==> config.mk <==
export PLATFORM = sky130hd
export DESIGN_NAME = fifo_rr_scheduler_flat
export DESIGN_NICKNAME = d
export VERILOG_FILES = /design/src/rtl/fifo_rr_scheduler_if.sv /design/src/rtl/fifo_rr_scheduler.sv /design/src/flat_wrapper.sv
export SDC_FILE = /design/constraint.sdc
export NUM_CORES = 1
export LEC_CHECK = 0
export CORE_ASPECT_RATIO = 0.9
export CORE_MARGIN = 3
export CORE_UTILIZATION = 40
export DETAILED_ROUTE_END_ITERATION = 16
export PLACE_DENSITY = 0.78
export SYNTH_ARGS = -nofsm -noshare
export SYNTH_HDL_FRONTEND = slang
export SYNTH_SLANG_ARGS = --single-unit
==> constraint.sdc <==
create_clock -name clk -period 2.4 [get_ports clk]
set_input_delay 0.24 -clock clk [delete_from_list [all_inputs] [get_ports clk]]
set_output_delay 0.24 -clock clk [all_outputs]
set_load 0.01 [all_outputs]
==> src/rtl/fifo_rr_scheduler_if.sv <==
// Handshake bundle between the round-robin scheduler, its four ingress FIFOs
// and the egress FIFO. The scheduler uses the slave modport; its environment uses master.
interface fifo_rr_scheduler_if #(
    parameter int DATA_SIZE = 8,
    parameter int NUM_IN    = 4
);
    logic                        enable;
    logic                        init;
    logic [2:0]                  burst_max;
    logic [NUM_IN-1:0]           in_empty;
    logic [NUM_IN-1:0]           in_almost_empty;
    logic [NUM_IN-1:0]           in_error;
    logic [NUM_IN*DATA_SIZE-1:0] in_data;
    logic                        out_pause;
    logic                        out_almost_full;
    logic [NUM_IN-1:0]           in_read;
    logic                        out_write;
    logic [DATA_SIZE-1:0]        out_data;
    logic [1:0]                  grant_id;
    logic [2:0]                  sched_state;
    logic                        error_out;

    modport master (
        output enable, init, burst_max, in_empty, in_almost_empty, in_error, in_data,
               out_pause, out_almost_full,
        input  in_read, out_write, out_data, grant_id, sched_state, error_out
    );

    modport slave (
        input  enable, init, burst_max, in_empty, in_almost_empty, in_error, in_data,
               out_pause, out_almost_full,
        output in_read, out_write, out_data, grant_id, sched_state, error_out
    );
endinterface

==> src/rtl/fifo_rr_scheduler.sv <==
// Round-robin egress scheduler: pops four ingress FIFOs in bursts and forwards the
// popped bytes to one egress FIFO through a two-stage read->write pipeline.
module fifo_rr_scheduler #(
    parameter int DATA_SIZE = 8,
    parameter int NUM_IN    = 4
) (
    input logic           clk,
    input logic           reset,
    fifo_rr_scheduler_if.slave bus
);

    typedef enum logic [2:0] {
        ST_INIT   = 3'd0,
        ST_IDLE   = 3'd1,
        ST_ACTIVE = 3'd2,
        ST_DRAIN  = 3'd3,
        ST_ERROR  = 3'd4
    } state_t;

    state_t               state;
    state_t               state_next;
    logic [2:0]           burst_lim;
    logic [2:0]           eff_max;
    logic [2:0]           count;
    logic [2:0]           count_inc;
    logic [2:0]           count_next;
    logic [1:0]           grant;
    logic [1:0]           grant_next;
    logic [1:0]           search_grant;
    logic [1:0]           idx;
    logic [1:0]           read_tag;
    logic [1:0]           s1_tag;
    logic                 found;
    logic                 any_error;
    logic                 blocked;
    logic                 hazard;
    logic                 issue;
    logic                 rotate;
    logic [NUM_IN-1:0]    read_q;
    logic [NUM_IN-1:0]    read_next;
    logic                 s1_valid;
    logic                 write_q;
    logic                 error_q;
    logic [DATA_SIZE-1:0] data_q;
    logic [DATA_SIZE-1:0] popped;

    assign any_error = |bus.in_error;

    always_ff @(posedge clk) begin
        if (reset) begin
            state <= ST_INIT;
        end else begin
            state <= state_next;
        end
    end

    // Error detection overrides every other transition; ERROR is left only by reset.
    always_comb begin
        state_next = state;
        if (any_error) begin
            state_next = ST_ERROR;
        end else begin
            case (state)
                ST_INIT:   if (bus.init) state_next = ST_IDLE;
                ST_IDLE:   if (bus.enable && !(&bus.in_empty)) state_next = ST_ACTIVE;
                ST_ACTIVE: if (!bus.enable || (&bus.in_empty)) state_next = ST_DRAIN;
                ST_DRAIN:  if (read_q == '0 && !s1_valid) state_next = ST_IDLE;
                ST_ERROR:  state_next = ST_ERROR;
                default:   state_next = ST_INIT;
            endcase
        end
    end

    // A queue showing almost_empty while being popped may hold only that entry,
    // so a second back-to-back pop is held off for one cycle.
    always_comb begin
        eff_max      = (burst_lim == 3'd0) ? 3'd1 : burst_lim;
        count_inc    = count + 3'd1;
        blocked      = bus.out_pause | bus.out_almost_full;
        hazard       = read_q[grant] & bus.in_almost_empty[grant];
        issue        = (state == ST_ACTIVE) & bus.enable & ~any_error & ~bus.in_empty[grant]
                       & ~blocked & ~hazard;
        search_grant = grant;
        found        = 1'b0;
        idx          = grant;
        for (int k = 1; k <= NUM_IN; k++) begin
            idx = grant + 2'(k);
            if (!found && !bus.in_empty[idx]) begin
                search_grant = idx;
                found        = 1'b1;
            end
        end
        rotate = 1'b0;
        if (state == ST_ACTIVE && !any_error) begin
            rotate = issue ? (count_inc == eff_max) : bus.in_empty[grant];
        end
        grant_next = rotate ? search_grant : grant;
        count_next = rotate ? 3'd0 : (issue ? count_inc : count);
        read_next  = issue ? ({{(NUM_IN-1){1'b0}}, 1'b1} << grant) : '0;
    end

    always_comb begin
        read_tag = '0;
        popped   = '0;
        for (int i = 0; i < NUM_IN; i++) begin
            if (read_q[i]) read_tag = 2'(i);
            if (s1_tag == 2'(i)) popped = bus.in_data[i*DATA_SIZE +: DATA_SIZE];
        end
    end

    // Pipeline stages keep running in DRAIN and ERROR so already-popped bytes reach the egress FIFO.
    always_ff @(posedge clk) begin
        if (reset) begin
            burst_lim <= '0;
            grant     <= '0;
            count     <= '0;
            read_q    <= '0;
            s1_valid  <= 1'b0;
            s1_tag    <= '0;
            write_q   <= 1'b0;
            data_q    <= '0;
            error_q   <= 1'b0;
        end else begin
            if (state == ST_INIT && bus.init) burst_lim <= bus.burst_max;
            grant    <= grant_next;
            count    <= count_next;
            read_q   <= read_next;
            s1_valid <= |read_q;
            s1_tag   <= read_tag;
            write_q  <= s1_valid;
            if (s1_valid) data_q <= popped;
            error_q  <= error_q | any_error;
        end
    end

    assign bus.in_read     = read_q;
    assign bus.out_write   = write_q;
    assign bus.out_data    = data_q;
    assign bus.grant_id    = grant;
    assign bus.sched_state = state;
    assign bus.error_out   = error_q;

endmodule

==> src/flat_wrapper.sv <==
// flat-port wrapper written by rule: the top's interface ports become plain ports
module fifo_rr_scheduler_flat 
#(
    parameter int DATA_SIZE = 8,
    parameter int NUM_IN    = 4
)
  (clk, reset, bus_enable, bus_init, bus_burst_max, bus_in_empty, bus_in_almost_empty, bus_in_error, bus_in_data, bus_out_pause, bus_out_almost_full, bus_in_read, bus_out_write, bus_out_data, bus_grant_id, bus_sched_state, bus_error_out);
  fifo_rr_scheduler_if #(.DATA_SIZE(DATA_SIZE), .NUM_IN(NUM_IN)) bus_i ();
  input logic clk;
  input logic reset;
  input wire logic [$bits(bus_i.enable)-1:0] bus_enable;
  input wire logic [$bits(bus_i.init)-1:0] bus_init;
  input wire logic [$bits(bus_i.burst_max)-1:0] bus_burst_max;
  input wire logic [$bits(bus_i.in_empty)-1:0] bus_in_empty;
  input wire logic [$bits(bus_i.in_almost_empty)-1:0] bus_in_almost_empty;
  input wire logic [$bits(bus_i.in_error)-1:0] bus_in_error;
  input wire logic [$bits(bus_i.in_data)-1:0] bus_in_data;
  input wire logic [$bits(bus_i.out_pause)-1:0] bus_out_pause;
  input wire logic [$bits(bus_i.out_almost_full)-1:0] bus_out_almost_full;
  output wire logic [$bits(bus_i.in_read)-1:0] bus_in_read;
  output wire logic [$bits(bus_i.out_write)-1:0] bus_out_write;
  output wire logic [$bits(bus_i.out_data)-1:0] bus_out_data;
  output wire logic [$bits(bus_i.grant_id)-1:0] bus_grant_id;
  output wire logic [$bits(bus_i.sched_state)-1:0] bus_sched_state;
  output wire logic [$bits(bus_i.error_out)-1:0] bus_error_out;
  assign bus_i.enable = bus_enable;
  assign bus_i.init = bus_init;
  assign bus_i.burst_max = bus_burst_max;
  assign bus_i.in_empty = bus_in_empty;
  assign bus_i.in_almost_empty = bus_in_almost_empty;
  assign bus_i.in_error = bus_in_error;
  assign bus_i.in_data = bus_in_data;
  assign bus_i.out_pause = bus_out_pause;
  assign bus_i.out_almost_full = bus_out_almost_full;
  assign bus_in_read = bus_i.in_read;
  assign bus_out_write = bus_i.out_write;
  assign bus_out_data = bus_i.out_data;
  assign bus_grant_id = bus_i.grant_id;
  assign bus_sched_state = bus_i.sched_state;
  assign bus_error_out = bus_i.error_out;
  fifo_rr_scheduler #(.DATA_SIZE(DATA_SIZE), .NUM_IN(NUM_IN)) u_core (.clk(clk), .reset(reset), .bus(bus_i));
endmodule
==> flow_summary.yaml <==
cells_and_area:
  n_antenna_cell: 0
  multi_input_area_um2: 942
  drive_above_1_share_pct: 12.4
  fill_cells: 278
  area_growth_pct: 50.4
  finish.instance_area_mm2: 0.00235
  nets: 273
  seq_area_um2: 561
power:
  intPower_uw: 717
  power_frac_clock_pct: 32.1
  p_comb_share_pct: 15.7
  peakVddDrop_mv: 0.420
  switchingPower_uw: 192
  seq_power_share_pct: 52.2
  switching_share_pct: 21.2
  leakage_uw: 0.000814
  finalPower_uw: 909
  power-per-cell-area_mw_per_mm2: 387
synth:
  ys.flop_type: "dfxtp_1"
  ys_types: 45
  synthArstFlopShare_pct: 0
  synth.yosys.warnings: 0
  ys_seq_area_share_pct: 35.9
  synth_top_area_share_pct: 35.9
  ys_ff_latch: 28
  syn_avg_cell_area_um2: 10.4
  synth-edff-count: 0
  synth_top_area_cell: "dfxtp_1"
  synth.area.top_cells: "dfxtp_1, mux4_2, mux2i_1"
  synth_fp_nets: 204
  syn_inst: 150
  synthesis.area_mm2: 0.00156
drt:
  vias: 1442
  antenna_left: 0
  first_iter_violations: 55
  via_per_inst: 5.50
  drc: 0
  dr.pass1.iters: 4
  wire_per_inst_um: 16.4
  finalWirelength_um: 4290
global_route:
  first_global_vias: 1479
  grt_remaining_overflow: 0
  grt_max_degree: 20
  grt_pass1_wl_um: 7030
  track_usage_pct: 19.1
  antenna_found_initial: 0
worst_setup_path:
  endpoint_kind: "register"
  cp-start-kind: "register"
  cp_cell_sequence: "ha_1 > xnor2_1 > and4_1 > o311ai_1 > a21oi_1 > mux2_1"
  cp.arrival_ps: 2270
  critical-path-max-stage-delay_ps: 430
  critPathTopFamily: "compound AO/OA/AOI/OAI gates"
  cp.required_ps: 2570
  path_class: "register to register"
  crit_buf_inv: 0
  critical_path.slowest_cell: "dfxtp_1"
  path_max_fanout: 4
cts:
  cts-hold-fix-buffers: 0
  postCtsSetupBuffers: 0
  cts_tree: "built"
  cts-root-buf: "clkbuf_8"
  cts-buffers-inserted: 3
  clk_pin_slew_ps: 100
  clock-sinks: 28
  h-tree-depth: 1
  cts_resized: 0
  clock_path_buffers: 2
  insertion_delay_ps: 270
floorplanning:
  die_x_um: 71.9
  initial_utilization_pct: 44.0
  die_area_mm2: 0.00469
  die_y_um: 65.3
  rows: 20
  io_pins: 72
  core_mm2: 0.00355
place:
  place_ws_ps: 169
  io_buffers: 71
  hpwl_um: 3470
  gp_congestion: 0.935
  post_dp_cell_area_mm2: 0.00229
status:
  status: "completed"
timing:
  fin_tns_setup_ps: 0
  skew_ps: 5.69
  worst_pin_slew_ps: 634
  final_hold_viol_count: 0
  final_max_slew_viol_count: 0
  fin_crit_sh_pct: 87.7
  timing.fmax_mhz: 475
  rsz0062_at_grt: "no"
  setup_viol: 0
  slew_headroom_pct: 57.7
  setup_slack_ps: 296
  fin_crit_ps: 2100
min_path:
  holdCritPathClass: "register to register"
job:
  cap_viol_max_count: 0
## cell usage after synthesis (3+ instances only)
cell type,instances
nor2b_1,3
mux2i_1,13
xor2_1,4
nand4_1,3
nor2_1,26
mux4_2,9
nor3_1,4
clkbuf_1,7
nand2_1,3
a21oi_1,6
dfxtp_1,28
nor3_2,3
## worst reg2reg max path, cell delays in order (launching register included)
cell and delay [ps]:
dfxtp_1 430, ha_1 320, xnor2_1 150, and4_1 200
o311ai_1 420, a21oi_1 160, mux2_1 320
## state kept, by name, indices dropped and copies added (netlist names)
| signal | flops |
|---|---|
| u_core.count | 3 |
| u_core.s1_tag | 2 |
| u_core.bus.in_read | 4 |
| u_core.bus.out_data | 8 |
| u_core.bus.out_write | 1 |
| u_core.s1_valid | 1 |
| u_core.bus.grant_id | 2 |
| u_core.bus.sched_state | 3 |
| u_core.burst_lim | 3 |
| u_core.bus.error_out | 1 |
## per-layer routing
metal	part of all wire, %	vias to the layer above	track usage (%)
li1	-	695	-
met1	41	709	21.7
met2	54	32	34.9
met3	3.2	6	4.28
met4	1.9	0	6.81
met5	0	-	0
## layout by cell type, fill, tap and decap left out, types with 2 or more instances in the layout
cell type / instances
a21boi_0: 2
a21oi_1: 6
and4_1: 2
buf_4: 3
clkbuf_8: 4
clkdlybuf4s50_1: 71
dfxtp_1: 28
mux2_1: 2
mux2i_1: 13
mux4_2: 9
nand2_1: 3
nand3b_1: 2
nand4_1: 3
nand4b_1: 2
nor2_1: 26
nor2b_1: 3
nor3_1: 4
nor3_2: 3
nor4b_1: 2
nor4b_2: 2
o21ai_0: 2
xor2_1: 4
## through the flow
step	hold WS [ps]	utilization, %	cells
after floorplan	387	-	150
after global placement	471	64.6	258
after detailed placement	470	64.6	258
after CTS	501	66.1	262
after global routing	539	66.1	262
final	496	66.1	262
## cells by family after synthesis
logic type,count (synthesis),synth area share [%]
AOI/OAI and AO/OA,18,7.69
DFF,28,35.9
muxes,25,23.5
adders and majority gates,1,0.801
xor gates and xnor gates,5,2.80
and+or+nand+nor,62,25.5
buffers and inverters,11,3.84
## power by group through the flow
stage | Clock [µW] | Combinational [µW] | Sequential [µW]
floorplan | 0 | 39.1 | 485
global placement | 0 | 137 | 485
detailed placement | 0 | 142 | 485
CTS | 298 | 143 | 475
global route | 319 | 153 | 476
finish | 292 | 142 | 475
## final cells by class
| type | instances | area share, % |
|---|---|---|
| tap | 44 | 2.34 |
| sequential | 28 | 23.9 |
| clock buffer | 4 | 2.34 |
| inverter | 1 | 0.160 |
| multi-input combinational | 111 | 40.1 |
| timing repair buffer | 74 | 31.2 |
## worst paths after layout
check,end,slack [ps],from,cells past startpoint
worst max-delay path,u_core.bus.grant_id[1]$_SDFFE_PP0P_,300,u_core.count[0]$_SDFFE_PP0N_,6
worst min-delay path,u_core.bus.error_out$_SDFF_PP0_,500,u_core.bus.error_out$_SDFF_PP0_,2
worst max register to register,u_core.bus.grant_id[1]$_SDFFE_PP0P_,300,u_core.count[0]$_SDFFE_PP0N_,6
worst min register to register,u_core.bus.error_out$_SDFF_PP0_,500,u_core.bus.error_out$_SDFF_PP0_,2
Note: power is estimated with default switching activity, not from simulation.
